File: config.mk
export PLATFORM = sky130hd
export DESIGN_NAME = regfile_writer_flat
export DESIGN_NICKNAME = d
export VERILOG_FILES = /design/src/rtl/regfile_writer_pkg.sv /design/src/rtl/regfile_writer_if.sv /design/src/rtl/regfile_writer_fifo.sv /design/src/rtl/regfile_writer.sv /design/src/flat_wrapper.sv
export SDC_FILE = /design/constraint.sdc
export NUM_CORES = 1
export LEC_CHECK = 0
export CAP_MARGIN = 20
export CORE_MARGIN = 3
export CORE_UTILIZATION = 32
export CTS_BUF_LIST = sky130_fd_sc_hd__clkbuf_8
export CTS_CLUSTER_SIZE = 25
export DETAILED_ROUTE_END_ITERATION = 16
export PLACE_DENSITY = 0.56
export SKIP_LAST_GASP = 1
export SLEW_MARGIN = 20
export SYNTH_ARGS = -nofsm -noshare
export SYNTH_HDL_FRONTEND = slang
export SYNTH_SLANG_ARGS = --single-unit
File: constraint.sdc
create_clock -name clk -period 6.47 [get_ports clk]
set_clock_uncertainty 0.1 [all_clocks]
set_input_delay 1.941 -clock clk [delete_from_list [all_inputs] [get_ports clk]]
set_output_delay 1.941 -clock clk [all_outputs]
set_load 0.005 [all_outputs]
File: src/rtl/regfile_writer_pkg.sv
// Shared types and helpers for the register-file writeback buffer.
package regfile_writer_pkg;
    localparam int WIDTH_DEF = 8;
    localparam int AW_DEF    = 3;

    localparam logic [AW_DEF-1:0] PC_ALIAS_ADDR = '1;

    typedef struct packed {
        logic [AW_DEF-1:0]    addr;
        logic [WIDTH_DEF-1:0] data;
    } wb_entry_t;

    // The PC alias is the all-ones address at whatever address width is in use.
    function automatic logic is_pc_addr(input logic [31:0] addr, input int aw);
        return addr == ((32'd1 << aw) - 32'd1);
    endfunction
endpackage

File: src/rtl/regfile_writer_if.sv
// Writeback bus: two result sources in, regfile/PC write port and status out.
// Forwarding lookup signals exist only with REGFILE_WRITER_FWD_EN.
interface regfile_writer_if #(
    parameter int WIDTH        = 8,
    parameter int REGNUM       = 8,
    parameter int ADDRESSWIDTH = 3,
    parameter int DEPTH        = 4
);
    logic                      mem_valid, mem_ready;
    logic [ADDRESSWIDTH-1:0]   mem_addr;
    logic [WIDTH-1:0]          mem_data;
    logic                      alu_valid, alu_ready;
    logic [ADDRESSWIDTH-1:0]   alu_addr;
    logic [WIDTH-1:0]          alu_data;
    logic                      we3;
    logic [ADDRESSWIDTH-1:0]   wa3;
    logic [WIDTH-1:0]          wd3;
    logic                      pc_we;
    logic [WIDTH-1:0]          pc_wd;
    logic [REGNUM-1:0]         pending;
    logic [$clog2(DEPTH):0]    count;
`ifdef REGFILE_WRITER_FWD_EN
    logic [ADDRESSWIDTH-1:0]   fwd_ra;
    logic                      fwd_hit;
    logic [WIDTH-1:0]          fwd_data;
`endif

    modport master (
`ifdef REGFILE_WRITER_FWD_EN
        output fwd_ra, input fwd_hit, fwd_data,
`endif
        output mem_valid, mem_addr, mem_data, alu_valid, alu_addr, alu_data,
        input  mem_ready, alu_ready, we3, wa3, wd3, pc_we, pc_wd, pending, count
    );

    modport slave (
`ifdef REGFILE_WRITER_FWD_EN
        input fwd_ra, output fwd_hit, fwd_data,
`endif
        input  mem_valid, mem_addr, mem_data, alu_valid, alu_addr, alu_data,
        output mem_ready, alu_ready, we3, wa3, wd3, pc_we, pc_wd, pending, count
    );
endinterface

File: src/rtl/regfile_writer_fifo.sv
// wb_fifo: circular buffer, up to two pushes and one pop per cycle; exposes
// the raw entry array and a valid mask for pending/forwarding lookups.
module wb_fifo import regfile_writer_pkg::*; #(
    parameter int  DEPTH   = 4,
    parameter type entry_t = wb_entry_t,
    localparam int PW      = $clog2(DEPTH),
    localparam int CW      = PW + 1
) (
    input  logic             clk,
    input  logic             rst,
    input  logic [1:0]       npush,
    input  entry_t           d0,
    input  entry_t           d1,
    input  logic             pop,
    output entry_t           ents [DEPTH],
    output logic [DEPTH-1:0] vld,
    output logic [PW-1:0]    head,
    output logic [CW-1:0]    count
);
    logic [PW-1:0] tail;
    entry_t        mem [DEPTH];

    always_ff @(posedge clk or posedge rst) begin
        if (rst) begin
            head  <= '0;
            tail  <= '0;
            count <= '0;
        end else begin
            head  <= head + PW'(pop);
            tail  <= tail + PW'(npush);
            count <= count + CW'(npush) - CW'(pop);
        end
    end

    // Storage needs no reset: only slots inside the count window are ever read.
    always_ff @(posedge clk) begin
        if (npush != 2'd0) mem[tail] <= d0;
        if (npush == 2'd2) mem[tail + PW'(1)] <= d1;
    end

    assign ents = mem;

    always_comb begin
        for (int i = 0; i < DEPTH; i++)
            vld[i] = {1'b0, PW'(i) - head} < count;
    end
endmodule

File: src/rtl/regfile_writer.sv
// Writeback producer: buffers load/ALU results in order and retires one per
// cycle to the regfile or PC port. Optional REGFILE_WRITER_FWD_EN adds a lookup.
module regfile_writer import regfile_writer_pkg::*; #(
    parameter int WIDTH        = 8,
    parameter int REGNUM       = 8,
    parameter int ADDRESSWIDTH = 3,
    parameter int DEPTH        = 4
) (
    input  logic            clk,
    input  logic            rst,
    regfile_writer_if.slave bus
);
    localparam int PW = $clog2(DEPTH);
    localparam int CW = PW + 1;

    typedef struct packed {
        logic [ADDRESSWIDTH-1:0] addr;
        logic [WIDTH-1:0]        data;
    } ent_t;

    ent_t              ents [DEPTH];
    logic [DEPTH-1:0]  vld;
    logic [PW-1:0]     head;
    logic [CW-1:0]     count, free;
    logic              pop, mem_push, alu_push, hd_pc;
    logic [1:0]        npush;
    ent_t              mem_e, alu_e, d0, hd;
    logic [REGNUM-1:0] pend;

    // The slot retiring this cycle is already free for an incoming push.
    assign pop      = count != '0;
    assign free     = CW'(DEPTH) - count + CW'(pop);
    assign bus.mem_ready = !rst && (free >= CW'(1));
    assign bus.alu_ready = !rst && (free >= CW'(1) + CW'(mem_push));
    assign mem_push = bus.mem_valid & bus.mem_ready;
    assign alu_push = bus.alu_valid & bus.alu_ready;
    assign npush    = {1'b0, mem_push} + {1'b0, alu_push};

    // Load is the older instruction, so it takes the first slot.
    assign mem_e = '{addr: bus.mem_addr, data: bus.mem_data};
    assign alu_e = '{addr: bus.alu_addr, data: bus.alu_data};
    assign d0    = mem_push ? mem_e : alu_e;

    wb_fifo #(.DEPTH(DEPTH), .entry_t(ent_t)) u_fifo (
        .clk(clk), .rst(rst), .npush(npush), .d0(d0), .d1(alu_e), .pop(pop),
        .ents(ents), .vld(vld), .head(head), .count(count)
    );

    assign hd        = ents[head];
    assign hd_pc     = is_pc_addr(32'(hd.addr), ADDRESSWIDTH);
    assign bus.we3   = pop & !hd_pc;
    assign bus.wa3   = bus.we3 ? hd.addr : '0;
    assign bus.wd3   = bus.we3 ? hd.data : '0;
    assign bus.pc_we = pop & hd_pc;
    assign bus.pc_wd = bus.pc_we ? hd.data : '0;
    assign bus.count = count;

    always_comb begin
        pend = '0;
        for (int i = 0; i < DEPTH; i++)
            if (vld[i]) pend[ents[i].addr] = 1'b1;
    end
    assign bus.pending = pend;

`ifdef REGFILE_WRITER_FWD_EN
    logic             fwd_hit;
    logic [WIDTH-1:0] fwd_data;

    // Walk oldest to youngest so the youngest match is the one left standing.
    always_comb begin
        fwd_hit  = 1'b0;
        fwd_data = '0;
        for (int k = 0; k < DEPTH; k++) begin
            if (vld[head + PW'(k)] && ents[head + PW'(k)].addr == bus.fwd_ra) begin
                fwd_hit  = 1'b1;
                fwd_data = ents[head + PW'(k)].data;
            end
        end
    end
    assign bus.fwd_hit  = fwd_hit;
    assign bus.fwd_data = fwd_data;
`endif
endmodule

File: src/flat_wrapper.sv
// flat-port wrapper written by rule: the top's interface ports become plain ports
module regfile_writer_flat import regfile_writer_pkg::*;
#(
    parameter int WIDTH        = 8,
    parameter int REGNUM       = 8,
    parameter int ADDRESSWIDTH = 3,
    parameter int DEPTH        = 4
)
  (clk, rst, bus_mem_valid, bus_mem_addr, bus_mem_data, bus_alu_valid, bus_alu_addr, bus_alu_data, bus_mem_ready, bus_alu_ready, bus_we3, bus_wa3, bus_wd3, bus_pc_we, bus_pc_wd, bus_pending, bus_count);
  regfile_writer_if #(.WIDTH(WIDTH), .REGNUM(REGNUM), .ADDRESSWIDTH(ADDRESSWIDTH), .DEPTH(DEPTH)) bus_i ();
  input  logic clk;
  input  logic rst;
  input wire logic [$bits(bus_i.mem_valid)-1:0] bus_mem_valid;
  input wire logic [$bits(bus_i.mem_addr)-1:0] bus_mem_addr;
  input wire logic [$bits(bus_i.mem_data)-1:0] bus_mem_data;
  input wire logic [$bits(bus_i.alu_valid)-1:0] bus_alu_valid;
  input wire logic [$bits(bus_i.alu_addr)-1:0] bus_alu_addr;
  input wire logic [$bits(bus_i.alu_data)-1:0] bus_alu_data;
  output wire logic [$bits(bus_i.mem_ready)-1:0] bus_mem_ready;
  output wire logic [$bits(bus_i.alu_ready)-1:0] bus_alu_ready;
  output wire logic [$bits(bus_i.we3)-1:0] bus_we3;
  output wire logic [$bits(bus_i.wa3)-1:0] bus_wa3;
  output wire logic [$bits(bus_i.wd3)-1:0] bus_wd3;
  output wire logic [$bits(bus_i.pc_we)-1:0] bus_pc_we;
  output wire logic [$bits(bus_i.pc_wd)-1:0] bus_pc_wd;
  output wire logic [$bits(bus_i.pending)-1:0] bus_pending;
  output wire logic [$bits(bus_i.count)-1:0] bus_count;
  assign bus_i.mem_valid = bus_mem_valid;
  assign bus_i.mem_addr = bus_mem_addr;
  assign bus_i.mem_data = bus_mem_data;
  assign bus_i.alu_valid = bus_alu_valid;
  assign bus_i.alu_addr = bus_alu_addr;
  assign bus_i.alu_data = bus_alu_data;
  assign bus_mem_ready = bus_i.mem_ready;
  assign bus_alu_ready = bus_i.alu_ready;
  assign bus_we3 = bus_i.we3;
  assign bus_wa3 = bus_i.wa3;
  assign bus_wd3 = bus_i.wd3;
  assign bus_pc_we = bus_i.pc_we;
  assign bus_pc_wd = bus_i.pc_wd;
  assign bus_pending = bus_i.pending;
  assign bus_count = bus_i.count;
  regfile_writer #(.WIDTH(WIDTH), .REGNUM(REGNUM), .ADDRESSWIDTH(ADDRESSWIDTH), .DEPTH(DEPTH)) u_core (.clk(clk), .rst(rst), .bus(bus_i));
endmodule
### Word level (Yosys, flattened, before mapping)

Cells that the tools add are included.

* $add $sub $neg: 13
* magnitude comparators: 19
* equality and inequality tests: 2
* muxes and demuxes: 27
* bitwise logic cells: 10
* reductions and logical operators: 12

Operators by type and width (count)
* 44-bit bitwise mux: 2
* 44-bit two-way mux: 2
* 11-bit two-way mux: 5
* 8-bit two-way mux: 6
* 11-bit demux with 2-bit select: 2
* 8-bit bitwise OR: 3
* 11-bit binary-select mux with 2-bit select: 1
* 3-bit by 4-bit < comparator with 1-bit output, second input constant: 4
* 3-bit by 1-bit >= comparator with 1-bit output, second input constant: 5
* 1-bit demux with 3-bit select: 4
* 2-bit by 3-bit < comparator with 1-bit output: 4
* 3-bit >= comparator, second input constant: 3
* 2-bit inverter with 3-bit output: 3
* 1-bit logical AND: 8
* 3-bit by 1-bit < comparator with 1-bit output, second input constant: 2
* 1-bit AND: 4
* 1-bit two-way mux: 4
* 1-bit by 2-bit subtractor with 2-bit output, first input constant: 2
* 2-bit subtractor, first input constant: 2
* 3-bit by 1-bit adder with 3-bit output: 1
* 3-bit by 2-bit adder with 3-bit output: 1
* 3-bit == test, second input constant: 1
* 3-bit >= comparator: 1
* 3-bit two-way mux: 1
* 11 further kinds: 12

* register bits: 51
* output and inout port bits: 34
* logic and storage cells: 94

### Logic depth before layout (Yosys ltp)

Gate-level depths: netlist of run 1.

* depth after elaboration: 14
* gate-level depth with buffers: 19

### Hierarchy

Synthesis of run 1 repeated with hierarchy kept, for this count alone.

* cells, all modules: 399
* area, all modules: 3400.8 um^2

Modules (own cells, without submodules)
* wb_fifo: instances 1, cells an instance 284, area each 2406.1 um^2, seq. area each 1056.0 um^2
* regfile_writer: instances 1, cells an instance 115, area each 994.7 um^2, seq. area each 0.0 um^2

### Worst setup path before layout of run 1

OpenSTA, ideal clock, no wires.

* path type: input to output
* from: input port rst
* to: output port bus_alu_ready
* arrival: 3.493 ns
* data required time: 4.429 ns
* slack: 0.936 ns
* stages: 9
* path buffers: 1
* cell sequence: inv_1 o311ai_4 clkbuf_1 nor2_1 inv_1 ha_1 nand2b_1 a21oi_1 a21oi_1

* cells in the longest elaborated chain, start to end: 6

RTL lines
* start, declared: RTL line flat_wrapper.sv:12 `input logic rst;`
* 1-bit zero test *: RTL line regfile_writer.sv:33, regfile_writer.sv:34
* 1-bit logical AND: RTL line regfile_writer.sv:33 `assign bus.mem_ready = !rst && (free >= CW'(1));`
* 1-bit AND: RTL line regfile_writer.sv:35 `assign mem_push = bus.mem_valid & bus.mem_ready;`
* 1-bit by 1-bit adder with 2-bit output: RTL line regfile_writer.sv:34 `assign bus.alu_ready = !rst && (free >= CW'(1) + CW'(mem_push));`
* 3-bit >= comparator: RTL line regfile_writer.sv:34
* 1-bit logical AND *: RTL line regfile_writer.sv:34
* end, declared: RTL line flat_wrapper.sv:20 `output wire logic [$bits(bus_i.alu_ready)-1:0] bus_alu_ready;`

Mark *: on every way between the ends. The rest lies on a longest branch, timed or not.

### Worst setup path after layout of run 1

Ends and elaborated chain as after synthesis.

==> results of run 1 <==
==> worst paths after layout <==
| kind | to | slack [ps] | from | cells past startpoint |
|---|---|---|---|---|
| setup reg to reg | u_core.u_fifo.ents[18] | 1970 | u_core.u_fifo.count[1] | 16 |
| min in group asynchronous | u_core.u_fifo.head[0] | 1900 | rst | 3 |
| hold reg to reg | u_core.u_fifo.ents[5] | 380 | u_core.u_fifo.ents[5] | 2 |
| setup / recovery | bus_alu_ready | 360 | rst | 10 |
| max in group asynchronous | u_core.u_fifo.tail[1] | 4240 | rst | 3 |
| hold / removal | u_core.u_fifo.ents[5] | 380 | u_core.u_fifo.ents[5] | 2 |
==> sequential cells by signal, indices dropped and copies added (netlist names) <==
signal,count
u_core.u_fifo.tail,2
u_core.u_fifo.head,2
u_core.u_fifo.count,3
u_core.u_fifo.ents,44
==> final cells by class <==
class,count,area share [%]
clock buffers,5,1.62
clock inverters,3,0.973
inverters,17,1.50
multi-input cells,288,51.3
flip-flops and latches,51,24.9
well taps,136,4.01
repair buffers,69,15.7
==> power by group through the flow <==
stage,Sequential (W),Combinational (W),Clock (W)
2_1_floorplan,0.000574,0.000992,0
3_5_place_dp,0.000681,0.00144,0
3_3_place_gp,0.000679,0.00142,0
5_1_grt,0.000703,0.00159,0.000241
4_1_cts,0.000674,0.00145,0.000229
6_report,0.000673,0.00143,0.000223
==> logic make-up after synthesis <==
logic type | Yosys count | synth area share [%]
other | 1 | 0.108
buffers and inverters | 49 | 6.51
adders and majority gates | 15 | 5.64
AOI/OAI and AO/OA | 97 | 21.4
DFF | 51 | 30.5
xor gates and xnor gates | 7 | 1.77
and+or+nand+nor | 135 | 20.5
muxes | 33 | 13.5
==> layout by cell type (no fill, tap or decap), types with 4 or more instances in the layout <==
| master | synthesis | layout |
|---|---|---|
| buf_4 | 1 | 10 |
| nor3_1 | 16 | 16 |
| clkdlybuf4s50_1 | 0 | 59 |
| and3_1 | 9 | 9 |
| mux2i_1 | 22 | 22 |
| dfrtp_1 | 7 | 7 |
| nor2b_1 | 4 | 4 |
| nand2b_1 | 24 | 24 |
| o21ai_1 | 3 | 4 |
| ha_1 | 14 | 14 |
| and2_1 | 13 | 13 |
| clkbuf_8 | 0 | 5 |
| mux4_2 | 11 | 11 |
| a22oi_1 | 11 | 11 |
| o211ai_1 | 6 | 6 |
| dfxtp_1 | 44 | 44 |
| o32ai_1 | 22 | 22 |
| a32oi_1 | 11 | 11 |
| inv_1 | 16 | 17 |
| xnor2_1 | 5 | 5 |
| nand3_1 | 6 | 6 |
| nand2_1 | 34 | 34 |
| nor2_1 | 16 | 16 |
| o21ai_0 | 22 | 21 |
==> metrics by stage <==
step / utilization, % / cells / worst slack (ps) / total power, W
finish: 40.7 / 569 / 360 / 0.00233
global route: 40.7 / 569 / 118 / 0.00253
CTS: 40.7 / 569 / 335 / 0.00235
detailed placement: 39.7 / 561 / 344 / 0.00212
global placement: 39.7 / 561 / 390 / 0.00210
floorplan: - / 388 / 936 / 0.00157
==> routing by layer <==
| layer | track usage [%] | up-vias |
|---|---|---|
| li1 | - | 1529 |
| met1 | 22.3 | 1523 |
| met2 | 29.8 | 81 |
| met3 | 2.23 | 10 |
| met4 | 4.36 | 0 |
| met5 | 0 | - |
==> worst reg2reg max path: stages (launching register included) <==
cell      delay [ps]
dfrtp_1          430
inv_1            160
ha_1             430
nand4b_1         190
o311ai_4         120
nor2_1           200
inv_1            110
ha_1             280
nand2b_1          90
a21oi_1           60
a21oi_1          220
nand2_1           90
ha_1             210
or3b_2           630
nor3_1           690
buf_4            290
o32ai_1          100
==> results.cfg, run 1 <==
[synthesis]
yosysMostFrequentCell = dfxtp_1
yosys.area.top_type = dfxtp_1
ys_seq_area_share_pct = 30.5
ys.warnings.count = 0
yosys_most_used_dff = dfxtp_1
syn_inst = 388
synth_top_area_share_pct = 25.5
synthArstFlopShare_pct = 13.7
syn-cell-area_mm2 = 0.00346
syn-num-nets = 429
syn_avg_cell_area_um2 = 8.91
synth-edff-count = 0
ys_types = 57
ys_ff_latch = 51
synth_commonest_cells = dfxtp_1, nand2_1, nand2b_1
synthTopCellsByArea = dfxtp_1, mux4_2, mux2i_1, o32ai_1, dfrtp_1

[cts]
cts_buffer_depth = 2
cts_resized = 0
tritoncts = done
clk_pin_slew_worst_paths_ps = 90
cts.htree.levels = 2
root_buffer = clkbuf_8
cts_inserted_buffers = 5
cts_setup_buffers = 0
clk_latency_ps = 310
holdBufCountCts = 0
cts_num_sinks = 51

[grt]
grt_pass1_vias = 3056
antenna_found_initial = 0
grt_pass1_wl_mm = 16.1
grt_overflow = 0
grt_max_degree = 52
grt.total_usage_pct = 17.1

[power_and_ir_drop]
pwr-share-comb_pct = 61.5
switchingPower_w = 0.000959
switching_share_pct = 41.2
internal_power_w = 0.00137
power.leakage_nw = 1.56
p_seq_share_pct = 28.9
irDropWorstVdd_mv = 0.224
p_clk_share_pct = 9.6
p_per_area_mw_per_mm2 = 549

[worst_setup_path]
arrival_ps = 4070
worstSetupPathType = input pin to output pin
cp.required_ps = 4430
crit_family = buffers and inverters
cpPeakStageDelay_ps = 540
worst-path-buf-inv = 4
crit_chain = clkdlybuf4s50_1 -> inv_1 -> o311ai_4 -> nor2_1 -> inv_1 -> ha_1 -> nand2b_1 -> a21oi_1 -> a21oi_1 -> clkdlybuf4s50_1
crit_fanout = 3
cp-end-kind = output pin
critPathSlowestCell = clkdlybuf4s50_1
startpoint_type = input pin

[final_layout]
drive_gt1_share_pct = 8.08
seq_area_mm2 = 0.00106
area_delta_synth_final_pct = 22.7
nets = 473
multi_input_area_mm2 = 0.00218
n_antenna_cell = 0
final_area_mm2 = 0.00424
n_fill_cell = 1050

[floorplanning]
core-area_mm2 = 0.0104
start_util_pct = 33.2
dieWidth_um = 110
num_io_pins = 60
dieArea_mm2 = 0.0121
rows = 37
die_h_um = 110

[placed_design]
place_hpwl_mm = 7.27
place_congestion = 0.822
io_buffers = 59
place_area_mm2 = 0.00413

[sta]
worstMarginPinSlew_ps = 962
clock.fmax_mhz = 164
finalHoldViolCount = 0
final.setup.tns_ps = 0
maxSlewViolCount = 0
relSlewSlack_pct = 35.9
hold_slack_ps = 382
setup_viol = 0
rsz0062_at_grt = false
layout_min_cycle_time_ps = 6110
period_share_pct = 94.4

[drt]
highest_layer = met4
drt-wirelength-per-cell_um = 17.7
m1WireLength_mm = 4.42
route.met2.wl_mm = 5.02
wl_met3_um = 513
dr.pass1.iters = 5
via_per_inst = 5.52
drc = 0
ant_nets = 0
drt_iter0_markers = 147
via_count = 3143
routed_wl_mm = 10.1

[status]
status = finished clean

[min_path]
min_path_type = flip-flop to flip-flop

[run]
cap_violations = 0
No activity file was read; power rests on OpenSTA's default activity.
==> inputs of run 2 (changes only) <==
--- a/config.mk
+++ b/config.mk
@@ -11,7 +11,7 @@
 export CTS_BUF_LIST = sky130_fd_sc_hd__clkbuf_8
 export CTS_CLUSTER_SIZE = 25
 export DETAILED_ROUTE_END_ITERATION = 16
-export PLACE_DENSITY = 0.56
+export HOLD_SLACK_MARGIN = 0.1
 export SKIP_LAST_GASP = 1
 export SLEW_MARGIN = 20
 export SYNTH_ARGS = -nofsm -noshare
==> constraint.sdc (replaced) <==
create_clock -name clk -period 7.5 [get_ports clk]
set_clock_uncertainty 0.1 [all_clocks]
set_input_delay 2.25 -clock clk [delete_from_list [all_inputs] [get_ports clk]]
set_output_delay 2.25 -clock clk [all_outputs]
set_load 0.005 [all_outputs]
==> run 2 against run 1 <==
  * Critical path depth unchanged
  * Global-route usage increased by 0.15 points
  * Clock-buffer cell count increased by 1
  * Hold slack improved by 1.8 ps
  * Die area unchanged
  * Sequential power decreased by 13%
  * Clock power decreased by 6%
  * Combinational power decreased by 13%
  * Sequential cell count unchanged
  * Non-clock buffer count decreased by 1
  * Final area about the same
  * Routed wire length increased by 1.1%
==> results.cfg, run 2 (same netlist as run 1, synthesis figures left out) <==
[run]
cap_violations = 0

[drt]
wl_met3_um = 489
ant_nets = 0
route.met2.wl_mm = 5.11
m1WireLength_mm = 4.51
drc = 0
drt_iter0_markers = 199
dr.pass1.iters = 5
via_count = 3177
highest_layer = met4
drt-wirelength-per-cell_um = 18.0
routed_wl_mm = 10.2
via_per_inst = 5.59

[cts]
clk_latency_ps = 310
cts_resized = 0
cts_num_sinks = 51
tritoncts = done
cts.htree.levels = 2
holdBufCountCts = 0
root_buffer = clkbuf_8
cts_inserted_buffers = 5
cts_setup_buffers = 0
cts_buffer_depth = 2
clk_pin_slew_worst_paths_ps = 110

[grt]
antenna_found_initial = 0
grt_pass1_vias = 3031
grt_pass1_wl_mm = 16.4
grt.total_usage_pct = 17.3
grt_overflow = 0
grt_max_degree = 50

[sta]
setup_viol = 0
clock.fmax_mhz = 149
finalHoldViolCount = 0
period_share_pct = 89.7
rsz0062_at_grt = false
layout_min_cycle_time_ps = 6730
worstMarginPinSlew_ps = 1040
final.setup.tns_ps = 0
relSlewSlack_pct = 30.8
maxSlewViolCount = 0

[placed_design]
dp.cells = 560
io_buffers = 59
place_hpwl_mm = 7.05
place_congestion = 0.870
place_area_mm2 = 0.00413

[worst_setup_path]
startpoint_type = input pin
crit_cells = 10
arrival_ps = 4380
r2r_cells = 17
worstSetupPathType = input pin to output pin
crit_chain = clkdlybuf4s50_1 -> inv_1 -> o311ai_4 -> nor2_1 -> inv_1 -> ha_1 -> nand2b_1 -> a21oi_1 -> a21oi_1 -> clkdlybuf4s50_1
crit_family = buffers and inverters
worstSetupEndpoint = bus_alu_ready
cpPeakStageDelay_ps = 540
worst-path-buf-inv = 4
crit_start = rst
r2r-end = u_core.u_fifo.ents[20]
r2r-start = u_core.u_fifo.count[1]
cp.required_ps = 5150
crit_fanout = 3
cp-end-kind = output pin
critPathSlowestCell = clkdlybuf4s50_1
r2r_slack_ps = 3040

[floorplanning]
core-area_mm2 = 0.0104
start_util_pct = 33.2
dieArea_mm2 = 0.0121
num_io_pins = 60
die_h_um = 110
dieWidth_um = 110
rows = 37

[power_and_ir_drop]
p_per_area_mw_per_mm2 = 479
power.leakage_nw = 1.56
irDropWorstVdd_mv = 0.239

[final_layout]
n_antenna_cell = 0
area_delta_synth_final_pct = 22.8
drive_gt1_share_pct = 8.10
layout_commonest_cell = clkdlybuf4s50_1
nets = 472
final_cell_mix = clkdlybuf4s50_1, dfxtp_1, nand2_1
largest_reg_flops = 44
layoutNonFillerInstCount = 568
final_area_mm2 = 0.00425

[status]
status = finished clean

[min_path]
min_path_type = flip-flop to flip-flop
hp-start = u_core.u_fifo.ents[3]
run 2: worst min-delay path, delay by kind of cell (launching register included):
family / cells / cell delay [ps]
flip-flops: 1 / 340
AO/OA/AOI/OAI: 2 / 110
run 2: layout make-up:
| class | instances | area [um^2] |
|---|---|---|
| clock inverter | 2 | 38.8 |
| tap | 136 | 170 |
| clock buffer | 6 | 82.6 |
| inverter | 17 | 63.8 |
| fill | 1057 | 6170 |
| sequential | 51 | 1060 |
| multi-input combinational | 288 | 2180 |
| timing repair buffer | 68 | 658 |
run 2: power by group:
group / switching, W / internal [W]
Clock: 0.000100 / 0.000110
Sequential: 0.000170 / 0.000413
Combinational: 0.000569 / 0.000672
Total: 0.000840 / 0.00119
run 2: worst min-delay path by stage:
stage | endpoint | slack, ps | cells past startpoint
6_report | u_core.u_fifo.ents[3] | 380 | 2
5_1_grt | u_core.u_fifo.ents[2] | 410 | 2
4_1_cts | u_core.u_fifo.ents[3] | 380 | 2
3_5_place_dp | u_core.u_fifo.ents[3] | 350 | 2
3_3_place_gp | u_core.u_fifo.ents[3] | 340 | 2
2_1_floorplan | u_core.u_fifo.ents[0] | 330 | 2
run 2: layer usage:
layer / GRT usage, % / vias up
li1: - / 1526
met1: 23.5 / 1559
met2: 28.9 / 84
met3: 2.70 / 8
met4: 3.47 / 0
met5: 0 / -
run 2: through the flow:
stage          power [W]  util [%]  worst slack (ps)  hold WS [ps]
6_report         0.00203      40.8               771           384
3_5_place_dp     0.00184      39.6               776           355
2_1_floorplan    0.00135         -              1350           331
4_1_cts          0.00205      40.8               755           380
3_3_place_gp     0.00181      39.6               842           341
5_1_grt          0.00221      40.8               638           409
